--- src/rtl/intersection_phase_scheduler.sv ---
// intersection_phase_scheduler: demand-driven NS/EW/pedestrian phase sequencer; optional TLC_EMERG_PREEMPT_EN adds emergency preemption.
module intersection_phase_scheduler #(
  parameter int CNT_W     = 8,
  parameter int GREEN_MIN = 4,
  parameter int GREEN_MAX = 12,
  parameter int YELLOW_T  = 2,
  parameter int ALLRED_T  = 1,
  parameter int WALK_T    = 5
) (
  input  logic       clk,
  input  logic       reset,
  input  logic       tick,
  input  logic       car_ns,
  input  logic       car_ew,
  input  logic       ped_req,
`ifdef TLC_EMERG_PREEMPT_EN
  input  logic       emerg_req,
  input  logic       emerg_dir,
`endif
  output logic [2:0] ns_light,
  output logic [2:0] ew_light,
  output logic       walk,
  output logic       ped_ack,
  output logic [2:0] phase
);
  typedef enum logic [2:0] {
    NS_GREEN  = 3'd0,
    NS_YELLOW = 3'd1,
    ALLRED_A  = 3'd2,
    EW_GREEN  = 3'd3,
    EW_YELLOW = 3'd4,
    ALLRED_B  = 3'd5,
    PED_WALK  = 3'd6
  } state_t;
  localparam logic [CNT_W-1:0] GMIN1 = CNT_W'(GREEN_MIN - 1);
  localparam logic [CNT_W-1:0] GMAX1 = CNT_W'(GREEN_MAX - 1);
  localparam logic [CNT_W-1:0] YEL1  = CNT_W'(YELLOW_T - 1);
  localparam logic [CNT_W-1:0] AR1   = CNT_W'(ALLRED_T - 1);
  localparam logic [CNT_W-1:0] WALK1 = CNT_W'(WALK_T - 1);
  localparam logic [CNT_W-1:0] TMAX  = '1;
  state_t           state_q, state_d;
  logic [CNT_W-1:0] timer_q, timer_d;
  logic             ped_pending_q, ped_pending_d;
  logic             last_dir_q, last_dir_d;
  logic [2:0]       ns_light_q, ns_light_d, ew_light_q, ew_light_d;
  logic             walk_q, walk_d, ped_ack_q, ped_ack_d;
  logic             emg, edir;
`ifdef TLC_EMERG_PREEMPT_EN
  assign emg  = emerg_req;
  assign edir = emerg_dir;
`else
  assign emg  = 1'b0;
  assign edir = 1'b0;
`endif
  always_comb begin
    state_d    = state_q;
    last_dir_d = last_dir_q;
    case (state_q)
      NS_GREEN:  if (tick && (emg ? edir : (car_ew | ped_pending_q) && timer_q >= (car_ns ? GMAX1 : GMIN1))) state_d = NS_YELLOW;
      EW_GREEN:  if (tick && (emg ? !edir : (car_ns | ped_pending_q) && timer_q >= (car_ew ? GMAX1 : GMIN1))) state_d = EW_YELLOW;
      NS_YELLOW: if (tick && timer_q == YEL1) state_d = ALLRED_A;
      EW_YELLOW: if (tick && timer_q == YEL1) state_d = ALLRED_B;
      ALLRED_A, ALLRED_B: if (tick && timer_q == AR1) begin
        state_d    = emg ? (edir ? EW_GREEN : NS_GREEN) : ped_pending_q ? PED_WALK : (state_q == ALLRED_A ? EW_GREEN : NS_GREEN);
        last_dir_d = state_q == ALLRED_B;
      end
      PED_WALK:  if (tick && (emg || timer_q == WALK1))
        state_d = emg ? (edir ? EW_GREEN : NS_GREEN) : (last_dir_q ? NS_GREEN : EW_GREEN);
      default:   state_d = NS_GREEN;
    endcase
    timer_d       = state_d != state_q ? '0 : (tick && timer_q != TMAX) ? timer_q + 1'b1 : timer_q;
    ped_ack_d     = state_d == PED_WALK && state_q != PED_WALK;
    ped_pending_d = ped_ack_d ? 1'b0 : (ped_req && state_q != PED_WALK) ? 1'b1 : ped_pending_q;
    walk_d        = state_d == PED_WALK;
    ns_light_d    = state_d == NS_GREEN ? 3'b001 : state_d == NS_YELLOW ? 3'b010 : 3'b100;
    ew_light_d    = state_d == EW_GREEN ? 3'b001 : state_d == EW_YELLOW ? 3'b010 : 3'b100;
  end
  always_ff @(posedge clk) begin
    if (reset) begin
      state_q       <= NS_GREEN;
      timer_q       <= '0;
      ped_pending_q <= 1'b0;
      last_dir_q    <= 1'b0;
      ns_light_q    <= 3'b001;
      ew_light_q    <= 3'b100;
      walk_q        <= 1'b0;
      ped_ack_q     <= 1'b0;
    end else begin
      state_q       <= state_d;
      timer_q       <= timer_d;
      ped_pending_q <= ped_pending_d;
      last_dir_q    <= last_dir_d;
      ns_light_q    <= ns_light_d;
      ew_light_q    <= ew_light_d;
      walk_q        <= walk_d;
      ped_ack_q     <= ped_ack_d;
    end
  end
  assign ns_light = ns_light_q;
  assign ew_light = ew_light_q;
  assign walk     = walk_q;
  assign ped_ack  = ped_ack_q;
  assign phase    = state_q;
endmodule

--- config.mk ---
export PLATFORM = sky130hd
export DESIGN_NAME = intersection_phase_scheduler
export DESIGN_NICKNAME = d
export VERILOG_FILES = /design/src/rtl/intersection_phase_scheduler.sv
export SDC_FILE = /design/constraint.sdc
export NUM_CORES = 1
export LEC_CHECK = 0
export ABC_AREA = 0
export BUFFER_PORTS_ARGS = -buffer_cell sky130_fd_sc_hd__clkbuf_2
export CAP_MARGIN = 30
export CORE_MARGIN = 2
export CORE_UTILIZATION = 35
export CTS_BUF_LIST = sky130_fd_sc_hd__clkbuf_4
export CTS_CLUSTER_DIAMETER = 120
export DETAILED_ROUTE_END_ITERATION = 7
export SYNTH_ARGS = -nofsm -noshare
export SYNTH_HDL_FRONTEND = slang
export SYNTH_SLANG_ARGS = --single-unit
--- constraint.sdc ---
create_clock -name clk -period 3.1 [get_ports clk]
set_clock_uncertainty 0.15 [all_clocks]
set_input_delay 0.155 -clock clk [delete_from_list [all_inputs] [get_ports clk]]
set_output_delay 0.155 -clock clk [all_outputs]
set_load 0.01 [all_outputs]
Word level (Yosys, flattened, before mapping)
Index checks and enable logic that the tools add are counted.
{ "word_totals": {"wordCells": 63, "regBits": 21, "output_inout_bits": 11, "input_bits": 6} }
{ "classes": {"bitwise_logic": 2, "n_addsub": 1, "n_lt_le_gt_ge": 2, "reduce_logical": 19, "n_eq_ne": 15, "n_mux": 15} }
{ "ops": {"columns": ["operator", "count"], "rows": [
  ["3-bit 2-to-1 mux", 10],
  ["3-bit one-hot mux with 6 select lines", 1],
  ["8-bit by 4-bit >= comparator with 1-bit output", 2],
  ["3-bit equality test (second input constant)", 5],
  ["1-bit logical AND", 10],
  ["2-bit OR reduction", 5],
  ["3-bit by 2-bit equality test with 1-bit output (second input constant)", 3],
  ["8-bit by 1-bit adder with 8-bit output (second input constant)", 1],
  ["8-bit by 1-bit equality test with 1-bit output (second input constant)", 1],
  ["8-bit by 3-bit equality test with 1-bit output (second input constant)", 1],
  ["8-bit logical NOT", 1],
  ["4-bit 2-to-1 mux", 2],
  ["8-bit inequality test (second input constant)", 1],
  ["3-bit by 1-bit equality test with 1-bit output (second input constant)", 2],
  ["3-bit logical NOT", 2],
  ["2-bit 2-to-1 mux", 2],
  ["3-bit inequality test", 1],
  ["3-bit inequality test (second input constant)", 1],
  ["1-bit bitwise OR", 2],
  ["2-bit AND reduction", 1]
]} }

Longest topological paths before layout
{ "depth": {"depth_word": 9, "ltp_mapped": 9, "ltp_nobuf": 8} }

Worst setup path before layout
Ideal clock, no wire load.
{ "synth_timing": {"kind": "register -> register", "startpoint": "register timer_q[7]", "endpoint": "register timer_q[2]", "setup_time_ps": 88, "stages_incl_launch_ff": 8, "t_arrival_ps": 2240, "t_required_ps": 2862, "path_slack_ps": 622, "path_cell_list": "dfxtp_1 > or4_1 > buf_2 > or3_1 > o32ai_2 > nor4b_4 > xnor2_2 > nor4_2"} }
{ "synth_via": {"elab_chain_len": 7} }
{ "synth_lines": {"columns": ["item", "line_no", "text"], "rows": [
  ["start, declared", "42", "logic [CNT_W-1:0] timer_q, timer_d;"],
  ["start signal, assigned", "90", "timer_q <= timer_d;"],
  ["8-bit by 4-bit >= comparator with 1-bit output (on tied branches)", "60, 59", null],
  ["1-bit logical AND (on tied branches) (2 in a row)", "60, 59", null],
  ["3-bit 2-to-1 mux (on tied branches)", "60, 59", null],
  ["3-bit one-hot mux with 6 select lines", "58", "case (state_q)"],
  ["3-bit inequality test", "71", "timer_d = state_d != state_q ? '0 : (tick && timer_q != TMAX) ? timer_q + 1'b1 : timer_q;"],
  ["2-bit OR reduction (no line)", null, null]
]} }
Several ways; a longest one is shown, not always the timed one.
A chain may end at the register's enable or synchronous reset.

Worst setup path in the final report
{ "layout_timing": {"startpoint": "register timer_q[0]", "endpoint": "register timer_q[3]"} }
The elaborated chain is that of the path after synthesis.

==> flow_metrics.env <==
export IMPL_n_fill_cell=369
export IMPL_endpoint_kind="register"
export IMPL_placedCellCount=196
export IMPL_dr_first_iter_drc_count=39
export IMPL_nNetsFinal=167
export IMPL_drc=0
export IMPL_ios=17
export IMPL_syn_num_nets=151
export IMPL_port_buffers=16
export IMPL_grt_overflow_total=0
export IMPL_maxSlewHeadroom_pct=60.7
export IMPL_avgRoutedWirePerCell_um=13.2
export IMPL_fin_util_pct=41.4
export IMPL_critPathLaunchType="register"
export IMPL_fmax_ghz=0.368
export IMPL_initial_core_util_pct=36.8
export IMPL_dieArea_um2=4020
export IMPL_drive_above_1_share_pct=23.2
export IMPL_grtUsageTotal_pct=14.2
export IMPL_synth_largest_area_cell="dfxtp_1"
export IMPL_first_pass_iters=4
export IMPL_synthMostInstantiatedCell="dfxtp_1"
export IMPL_synth_edff_count=0
export IMPL_p_leak_nw=0.544
export IMPL_hold_viol_final=0
export IMPL_grt_start_max_net_pins=14
export IMPL_hold_path_class="in2reg"
export IMPL_post_cts_resized=0
export IMPL_dieHeight_um=63.4
export IMPL_antenna_found_initial=0
export IMPL_cts_root_buf="clkbuf_4"
export IMPL_required_ps=3120
export IMPL_clockBufferDepth=2
export IMPL_synth_warnings=0
export IMPL_finalMaxSlewViolations=0
export IMPL_tightestPinTransition_ps=587
export IMPL_yosys_top_cells_count="dfxtp_1 (21), nor2_1 (10), inv_1 (9), nor3_1 (9)"
export IMPL_rsz0062_at_grt="false"
export IMPL_cts_buffers=3
export IMPL_async_reset_ff_share_pct=0
export IMPL_via_per_inst=5.37
export IMPL_power_density_nw_per_um2=328
export IMPL_synth_seq_area_share_pct=34.0
export IMPL_netlist_top_cells_area="dfxtp_1 (34%), ha_1 (5.1%), nor3_1 (3.6%), a31o_2 (3.5%), nor2_1 (3.0%)"
export IMPL_routed_wl_um=2650
export IMPL_seq_area_um2=420
export IMPL_synth_top_cell_area_share_pct=34.0
export IMPL_setup_viol_count_final=0
export IMPL_synthFlopType="dfxtp_1"
export IMPL_die_x_um=63.4
export IMPL_diodes=0
export IMPL_max_vdd_ir_drop_uv=268
export IMPL_clock_sinks=21
export IMPL_worstPathArrival_ps=2730
export IMPL_period_minus_slack_ps=2710
export IMPL_cts_tree="yes"
export IMPL_grt_pass1_vias=1063
export IMPL_areaGrowthSynthToFinish_pct=12.7
export IMPL_dp_hpwl_um=2040
export IMPL_status="finished, final reports clean"
export IMPL_clkTransAtPathRegs_ps=110
export IMPL_gp_congestion=0.884
export IMPL_core_um2=3360
export IMPL_synth_cells=140
export IMPL_grt_pass1_wl_um=4690
export IMPL_path_class="reg2reg"
export IMPL_fin_area_um2=1390
export IMPL_place_ws_ps=375
export IMPL_fin_ws_ps=386
export IMPL_ys_seq_elements=21
export IMPL_rows=21
export IMPL_synthesis_area_um2=1240
export IMPL_total_power_mw=0.456
export IMPL_placed_cell_area_um2=1360
export IMPL_avgSynthCellArea_um2=8.83
export IMPL_clock_latency_ps=290
export IMPL_fin_worst_hold_slack_ps=47.6
export IMPL_drv_cap=0
export IMPL_cts_htree_levels=1
export IMPL_fin_crit_sh_pct=87.5
export IMPL_ant_nets=0
export IMPL_cp_max_fo=8
export IMPL_tns_ps=0
export IMPL_ys_types=50
export IMPL_vias=1080
export IMPL_multi_input_comb_area_um2=748
export IMPL_layoutNonFillerInstCount=201
[metal layers]
metal / up-vias / routed length (um) / part of all wire, % / track usage [%]
met5: - / 0 / 0 / 0
li1: 545 / - / - / -
met1: 512 / 1240 / 47 / 18.1
met3: 2 / 105 / 4.0 / 1.61
met2: 21 / 1290 / 49 / 23.9
met4: 0 / 23 / 0.87 / 6.25
[critical path, stage by stage, from the launching register on]
cell	delay (ps)
dfxtp_1	400
ha_1	330
o21ai_0	120
a31o_2	280
a211oi_1	540
a21oi_1	150
o21ai_1	500
nor3_1	130
[repair_timing]
action / in CTS / in global routing
setup buffers: 0 / 0
hold buffers: 1 / 0
endpoints found under the hold margin: 1 / 0
[power by group]
group | internal [mW] | switching (mW)
combinational | 0.0206 | 0.0315
sequential | 0.275 | 0.00667
clock | 0.0480 | 0.0748
total | 0.343 | 0.113
[layout by cell type (no fill, tap or decap), drive strengths merged, types with 3 or more instances in the layout]
| cell | n |
|---|---|
| dfxtp | 21 |
| clkbuf | 19 |
| nor3 | 11 |
| nor2 | 10 |
| inv | 9 |
| a21oi | 7 |
| nand2 | 6 |
| a31o | 5 |
| ha | 5 |
| o21ai | 5 |
| nand3 | 4 |
| nand3b | 4 |
| xnor2 | 4 |
| and2 | 3 |
| nor4 | 3 |
| nor3b | 3 |
| nor4b | 3 |
[cell families (layout without fill, tap and decap cells)]
family / count (synthesis) / count (layout) / share of synthesized area, %
DFF: 21 / 21 / 34.0
adders and majority gates: 5 / 5 / 5.06
AOI/OAI and AO/OA: 29 / 29 / 16.8
and+or+nand+nor: 61 / 61 / 32.9
buffers and inverters: 17 / 32 / 5.46
muxes: 2 / 2 / 1.62
xor gates and xnor gates: 5 / 5 / 4.15
[area by class of cell]
type | instances | area share (%)
Timing Repair Buffer | 19 | 7.55
Clock inverter | 1 | 0.359
Clock buffer | 3 | 1.62
Multi-Input combinational cell | 102 | 53.7
Sequential cell | 21 | 30.2
Tap cell | 46 | 4.13
Inverter | 9 | 2.43
[sequential cells by signal, indices dropped and copies added, names as in the netlist]
name,count
walk,1
ped_pending_q,1
ew_light,3
timer_q,8
ns_light,3
ped_ack,1
phase,3
last_dir_q,1
[path summary, 6_finish.rpt]
| kind | startpoint | end | slack, ps | cells after the start |
|---|---|---|---|---|
| worst min-delay path | reset | last_dir_q | 50 | 2 |
| worst max-delay path | timer_q[0] | timer_q[3] | 390 | 7 |
| worst max register to register | timer_q[0] | timer_q[3] | 390 | 7 |
| worst min register to register | last_dir_q | last_dir_q | 410 | 2 |
Note: power is estimated with default switching activity, not from simulation.
